## config.mk

```make
export PLATFORM = sky130hd
export DESIGN_NAME = instruction_encoder
export DESIGN_NICKNAME = d
export VERILOG_FILES = /design/src/rtl/instruction_encoder.sv
export SDC_FILE = /design/constraint.sdc
export NUM_CORES = 1
export LEC_CHECK = 0
export ABC_CLOCK_PERIOD_IN_PS = 7900
export CAP_MARGIN = 15
export CORE_MARGIN = 2
export CORE_UTILIZATION = 35
export DETAILED_ROUTE_END_ITERATION = 12
export PLACE_DENSITY = 0.56
export SYNTH_ARGS = -nofsm -noshare
export SYNTH_HDL_FRONTEND = slang
export SYNTH_SLANG_ARGS = --single-unit
export TNS_END_PERCENT = 100
```

## constraint.sdc

```tcl
create_clock -name clk_i -period 7.9 [get_ports clk_i]
set_clock_uncertainty 0.2 [all_clocks]
set_input_delay 1.185 -clock clk_i [delete_from_list [all_inputs] [get_ports clk_i]]
set_output_delay 1.185 -clock clk_i [all_outputs]
set_load 0.01 [all_outputs]
```

## src/rtl/instruction_encoder.sv

```systemverilog
// ----------------------------------------------------------------------------
// instruction_encoder
//
// Packs RISC-V instruction fields (R/I/S/B/U/J formats) into 32-bit words and
// queues them in a 2-entry FIFO. Each enqueued word carries an address tag that
// starts at BASE_ADDR after reset and advances by 4 for every enqueued word,
// wrapping modulo 2^32. A bundle that cannot be encoded is still accepted by
// the handshake, but nothing is queued and err_o pulses on the next cycle.
//
// Optional feature macro: INSTRUCTION_ENCODER_CHECK_EN
//   When defined, immediates that do not fit the selected format are rejected
//   in the same way as an unknown format. When undefined, immediates are
//   silently truncated to the bits the format carries.
//
// Ports
//   clk_i          in   clock, all state updates on the rising edge
//   rst_i          in   synchronous active-high reset
//   valid_i        in   field bundle valid
//   ready_o        out  encoder can accept a bundle (registered state only)
//   inst_type_i    in   instruction format selector
//   opcode_i       in   7-bit opcode
//   funct3_i       in   3-bit funct3
//   funct7_i       in   7-bit funct7
//   rd_i           in   5-bit destination register
//   rs1_i          in   5-bit source register 1
//   rs2_i          in   5-bit source register 2
//   imm_i          in   32-bit immediate
//   valid_o        out  output word valid
//   ready_i        in   consumer accepts the output word
//   instruction_o  out  encoded word at the FIFO head
//   addr_o         out  address tag of the FIFO head
//   err_o          out  one-cycle pulse marking a rejected bundle
// ----------------------------------------------------------------------------
package riscv_pkg;
   typedef enum logic [2:0] {
      R_TYPE,
      I_TYPE,
      S_TYPE,
      B_TYPE,
      U_TYPE,
      J_TYPE,
      UNKNOWN_TYPE
   } instruction_type_e;
endpackage

module instruction_encoder #(
   parameter logic [31:0] BASE_ADDR = 32'h0000_0000
) (
   input  logic                          clk_i,
   input  logic                          rst_i,
   input  logic                          valid_i,
   output logic                          ready_o,
   input  riscv_pkg::instruction_type_e  inst_type_i,
   input  logic [6:0]                    opcode_i,
   input  logic [2:0]                    funct3_i,
   input  logic [6:0]                    funct7_i,
   input  logic [4:0]                    rd_i,
   input  logic [4:0]                    rs1_i,
   input  logic [4:0]                    rs2_i,
   input  logic [31:0]                   imm_i,
   output logic                          valid_o,
   input  logic                          ready_i,
   output logic [31:0]                   instruction_o,
   output logic [31:0]                   addr_o,
   output logic                          err_o
);

   logic [31:0] word_mem [2];
   logic [31:0] addr_mem [2];
   logic        rd_ptr;
   logic        wr_ptr;
   logic [1:0]  count;
   logic [31:0] addr_cnt;
   logic        err_q;

   logic [31:0] encoded;
   logic        bad_bundle;
   logic        accept;
   logic        push;
   logic        pop;

   // Format encoder. Unknown formats (and, with the check enabled, immediates
   // that the format cannot represent) flag the bundle as bad.
   always_comb begin
      encoded    = '0;
      bad_bundle = 1'b0;
      unique case (inst_type_i)
         riscv_pkg::R_TYPE: begin
            encoded = {funct7_i, rs2_i, rs1_i, funct3_i, rd_i, opcode_i};
         end
         riscv_pkg::I_TYPE: begin
            encoded = {imm_i[11:0], rs1_i, funct3_i, rd_i, opcode_i};
`ifdef INSTRUCTION_ENCODER_CHECK_EN
            bad_bundle = (imm_i[31:11] != {21{imm_i[11]}});
`endif
         end
         riscv_pkg::S_TYPE: begin
            encoded = {imm_i[11:5], rs2_i, rs1_i, funct3_i, imm_i[4:0], opcode_i};
`ifdef INSTRUCTION_ENCODER_CHECK_EN
            bad_bundle = (imm_i[31:11] != {21{imm_i[11]}});
`endif
         end
         riscv_pkg::B_TYPE: begin
            encoded = {imm_i[12], imm_i[10:5], rs2_i, rs1_i, funct3_i,
                       imm_i[4:1], imm_i[11], opcode_i};
`ifdef INSTRUCTION_ENCODER_CHECK_EN
            bad_bundle = (imm_i[31:12] != {20{imm_i[12]}}) || imm_i[0];
`endif
         end
         riscv_pkg::U_TYPE: begin
            encoded = {imm_i[31:12], rd_i, opcode_i};
`ifdef INSTRUCTION_ENCODER_CHECK_EN
            bad_bundle = (imm_i[11:0] != 12'h000);
`endif
         end
         riscv_pkg::J_TYPE: begin
            encoded = {imm_i[20], imm_i[10:1], imm_i[11], imm_i[19:12],
                       rd_i, opcode_i};
`ifdef INSTRUCTION_ENCODER_CHECK_EN
            bad_bundle = (imm_i[31:20] != {12{imm_i[20]}}) || imm_i[0];
`endif
         end
         default: begin
            bad_bundle = 1'b1;
         end
      endcase
   end

   // Handshake decode. ready_o comes from the registered count only, so a
   // full FIFO refuses a push even when the head is popped in the same cycle.
   always_comb begin
      ready_o = (count < 2'd2);
      valid_o = (count != 2'd0);
      accept  = valid_i && ready_o;
      push    = accept && !bad_bundle;
      pop     = valid_o && ready_i;
   end

   // FIFO, address counter and error pulse. Reset wins over any handshake in
   // the same cycle; the storage arrays need no reset because the count gates
   // every read of them.
   always_ff @(posedge clk_i) begin
      if (rst_i) begin
         count    <= 2'd0;
         rd_ptr   <= 1'b0;
         wr_ptr   <= 1'b0;
         addr_cnt <= BASE_ADDR;
         err_q    <= 1'b0;
      end else begin
         if (push) begin
            word_mem[wr_ptr] <= encoded;
            addr_mem[wr_ptr] <= addr_cnt;
            wr_ptr           <= ~wr_ptr;
            addr_cnt         <= addr_cnt + 32'd4;
         end
         if (pop) begin
            rd_ptr <= ~rd_ptr;
         end
         count <= count + {1'b0, push} - {1'b0, pop};
         err_q <= accept && bad_bundle;
      end
   end

   // Output view of the FIFO head. When empty the word reads as zero and the
   // address shows the tag the next enqueued word will receive.
   always_comb begin
      instruction_o = valid_o ? word_mem[rd_ptr] : 32'h0000_0000;
      addr_o        = valid_o ? addr_mem[rd_ptr] : addr_cnt;
      err_o         = err_q;
   end

endmodule
```

---- Word level (Yosys, flattened, before mapping) ----
Memory sizes are Yosys's and may differ from the RTL's. A register that Yosys moved wholly into a read port is not among the register bits.
Index checks and enable logic that the tools add are counted.
cells by class
  $lt $le $gt $ge ......................... 1
  equal/unequal tests ..................... 5
  mux-type cells .......................... 11
  reduce and logical (&&, ||, !) cells .... 7
  add/subtract/negate cells ............... 3
  bitwise operators ....................... 2
operator list
  kind                   number
  $pmux 32 s6            1
  $mux 32                2
  $add 32x3->32 const B  1
  $mux 1                 8
  $eq 3x2->1 const B     2
  $eq 3x3->1 const B     2
  $reduce_or 6->1        1
  $logic_and 1x1->1      4
  $eq 3x1->1 const B     1
  $logic_not 3->1        1
  $add 2x1->2            1
  $lt 2x2->1 const B     1
  $not 1->1              2
  $reduce_bool 2->1      1
  $sub 2x1->2            1
word-level totals
  register bits after elaboration ......... 37
  RAM bits ................................ 128
  memories kept ........................... 2
memories
  name      words  width  rd ports  clocked after Yosys merged registers in  write ports  line  text
  addr_mem  2      32     1         1                                        1            69    logic [31:0] addr_mem [2];
  word_mem  2      32     1         1                                        1            68    logic [31:0] word_mem [2];

---- Longest topological paths before layout ----
  depth in word-level cells ............... 6
  mapped depth ............................ 10

---- Worst setup path after synthesis ----
No wires, ideal clock.
  path type ............................... input-to-reg
  start ................................... input inst_type_i[2]
  end ..................................... memory addr_mem[1][10], enable pin
  path slack .............................. 780 ps
  arrival ................................. 6349 ps
  setup time .............................. 571 ps
  stages on the path ...................... 4
  required time ........................... 7129 ps
  path through ............................ and2_4 -> nor2_1 -> inv_1 -> nor3b_1
on the way
  word-level cells in the longest chain between the ends .. 6
  elaborated cells on any way between the ends .. 11
RTL lines
  item                                line  text
  start, declared                     53    input riscv_pkg::instruction_type_e inst_type_i,
  $eq 3x3->1 (tied with other cells)  87    unique case (inst_type_i)
  $reduce_or 6->1 (no source line) *  -
  $logic_and 1x1->1 *                 135   push = accept && !bad_bundle;
  $mux 1 *                            150   if (push) begin
  $mux 1 *                            143   if (rst_i) begin
  $mux 1 (not written as such) *      152   addr_mem[wr_ptr] <= addr_cnt;
  end, declared                       69
Every way passes the cells marked *; elsewhere a longest branch is shown, timed or not.

---- Worst setup path in the final report ----
  start ................................... register count[1]
  end ..................................... output addr_o[5]
on the way
  word-level cells in the longest chain between the ends .. 2
RTL lines
  item                    line  text
  start, declared         72    logic [1:0] count;
  start signal, assigned  159   count <= count + {1'b0, push} - {1'b0, pop};
  $reduce_bool 2->1       133   valid_o = (count != 2'd0);
  $mux 32                 168   addr_o = valid_o ? addr_mem[rd_ptr] : addr_cnt;
  end, declared           64    output logic [31:0] addr_o,
No other way between the ends.

==> impl_results.md <==
* Outcome: completed
* Synth top area cells: edfxtp_1 53%, dfxtp_1 10%, mux2i_1 9.8%
* Post-synthesis xor/xnor area fraction at under 10%
* R2R depth at 6
* Pre-antenna DRT Iters at 5
* RSZ-0062 raised after global routing: false
* H-tree levels at 4
* ANT nets after route at 0
* Post-Synth Adder-Cell Area at 0.5344%
* Sequential share of the synthesized area at about 63%
* Most common cell in the netlist: edfxtp_1
* Worst Hold Depth at 2
* Syn_area_per_cell at 11.77 sq um
* Fmax at ~0.24 GHz
* Worst-path cell chain: nor2_4, buf_4, nand2_1, o21ai_0, clkdlybuf4s50_1
* Antenna diode instance count at 0
* Kind of cell adding the most delay to the critical path: buffers and inverters
* Mapped Cells at around 600
* Postcts setup bufs at 0
* Congestion Overflow GR at 0
* Die X at 145.7 microns
* EDFF count, synth at around 120
* Die Height at roughly 150 microns
* Synth warnings at 0
* WL/cell at 14.90 microns
* PD cells at 272.4 nW/um^2
* Via density at approximately 4.8
* Pre-CTS setup slack at ~3.2 ns
* Final Hold Fails at 0
* FP Rows at slightly above 50
* Setup ws final at approximately 3.7 ns
* Net count, final at 798
* Tcrit/Tclk final at 52.96%
* Hold Buf Count CTS at 0
* # port buffers at between 100 and 150
* CP Class: register to output pin
* GRT Overall Usage at between 10 and 15%
* Max VDD drop at 0.0001465 V
* IO Pins at 138
* CP peak stage delay at about 0.61 ns
* Mapped cell area at approximately 7000 sq um
* Max Transition Viols Final at 0
* Measured slew at the worst slew-check pin at 1.091 ns
* Max FO, Critical Path at 54
* Clock insertion delay at the later pin of the skew report at between 0.4 and 0.5 ns
* Crit path DAT at approximately 2.8 ns
* Max cap viols at 0
* Slowest CP cell: clkdlybuf4s50_1
* DPL Wire Length at about 9900 microns
* Synth unique cells at 39
* Largest family of logic cells by synthesized area: simple AND/OR/NAND/NOR gates
* First-pass GRT wire length at about 24000 microns
* CP Capture Type: output pin
* DRT iter0 DRCs at 345
* CP Buf/Inv Count at 2
* GP Congestion at around 0.82
* Yosys reg bits at 160
* Vias in the first global route at approximately 4.9k
* Setup TNS at 0 ns
* Die area at ~21000 sq um
* Share of cells above drive strength 1 at under 10%
* Simple-gate share of the synthesized area at between 10% and 20%
* Commonest cells in the netlist: 124 x edfxtp_1, 69 x mux2i_1, 69 x nand2_1, 65 x nor2_1, 61 x o21ai_0
* Final setup fails at 0
* DR vias at between 4k and 5k
* Worst Hold Class: register to register
* Lkg Pwr at around 3 nW
* Top FF cell, synth: edfxtp_1
* Crit start category: register
* Final WL at about 15000 microns
* Clock Path Buffers at 2
* Period minus WS final at around 4.2 ns
* CTS clk-pin slew, worst paths at roughly 0.060 ns
* FFs w/ async S/R, synth at 0%
* DRC at 0
* Dominant cell type by area after synthesis: edfxtp_1
* Total clock sinks at 160
* CTS tree: built
* Worst slew margin at a little over a quarter
* Levels on crit path at 5
* Initial core utilization at a little over a third
* Worst Path Required at 6.51 ns
* Mux share of post-synthesis cell area at approximately a tenth
* Synth-to-layout area growth at 31.67%
* Share of the synthesized area in the top cell type at 53.01%
* Root buffer cell: clkbuf_16
* Compound-Gate Fraction of Synth Area at about 7%
* Inserted Clock Buffers at 17
* Post-cts repair resize count at 0
* Placeable Area at 19590 sq um
* Largest net degree at the start of global routing at 63
* Antenna violations before repair at 0
[report_power, final]
group	internal [mW]	leakage (nW)	switching, mW
clock	0.542	0.297	0.317
sequential	0.967	1.43	0.0779
combinational	0.335	1.32	0.280
total	1.84	3.05	0.675
[path summary, 6_finish.rpt]
| path | from | end | slack, ns |
|---|---|---|---|
| setup / recovery | count[1] | addr_o[5] | 3.72 |
| hold / removal | rd_ptr | register | 0.31 |
| setup reg to reg | addr_cnt[2] | addr_cnt[24] | 5.27 |
| hold reg to reg | rd_ptr | register | 0.31 |
[stage by stage]
step                cells  hold WS (ns)  total power [mW]  utilization [%]  instance area (sq um)
floorplan             598        0.2612             1.369                -                   7028
global placement      970        0.2922             1.690            44.04                   8627
detailed placement    970        0.2983             1.696            44.04                   8627
CTS                  1002        0.3124             2.551            47.21                   9249
global route         1002        0.3322             2.639            47.21                   9249
finish               1002        0.3145             2.520            47.21                   9249
[area by class of cell]
class,instances,area (sq um)
Clock buffer,21,460.4
Clock inverter,11,161.4
Fill cell,1793,10340
Inverter,18,67.56
Multi-Input combinational cell,388,2399
Sequential cell,160,4448
Tap cell,265,331.6
Timing Repair Buffer,139,1381
[worst register-to-register path: cells and delay by family, from the launching register on]
kind,cells,cell delay [ns]
and+or+nand+nor,4,1.55
DFF,1,0.46
AOI/OAI and AO/OA,1,0.14
adders and majority gates,1,0.21
[layer usage]
metal	routed length, microns	track usage (%)	vias to the layer above
met5	0	0	-
met4	238	5.931	0
met3	1000	4.326	21
met2	6901	23.14	146
met1	6791	18.14	2207
li1	-	-	2388
[layout by cell type (no fill, tap or decap), types with 3 or more instances in the layout]
cell type        synthesis  routed
and3_1                   3       3
clkbuf_16                0      17
a21oi_1                 17      17
mux2i_1                 69      69
inv_1                   18      18
xnor2_1                 11      11
a22oi_1                  6       6
edfxtp_1               124     124
nor4_1                   4       4
ha_1                     3       3
and2_1                  10      10
nand4_1                 11      11
clkinv_2                 0       3
clkinvlp_4               0       3
or3_1                    8       8
nand2_1                 69      69
o21ai_0                 61      61
xor2_1                  12      12
and4_1                   4       4
bufinv_16                0       4
nand3_1                  6       6
o31ai_1                  3       3
buf_4                    2       4
mux2_2                   3       3
nor2b_1                  6       6
dfxtp_1                 36      35
clkdlybuf4s50_1          0     135
nor2_1                  65      64
[logic make-up (layout without fill, tap and decap cells)]
kind of cell / Yosys count / after routing
AOI/OAI and AO/OA: 90 / 90
DFF: 160 / 160
and+or+nand+nor: 198 / 198
buffers and inverters: 50 / 189
muxes: 72 / 72
other: 1 / 2
xor gates and xnor gates: 23 / 23
adders and majority gates: 3 / 3
[flip-flops by register name (all words and copies together), names as in the netlist, named ones only]
signal,count
rd_ptr,1
word_mem,64
count,2
addr_mem,60
wr_ptr,1
addr_cnt,30
err_o,1
Power figures use the tool's default switching activity.
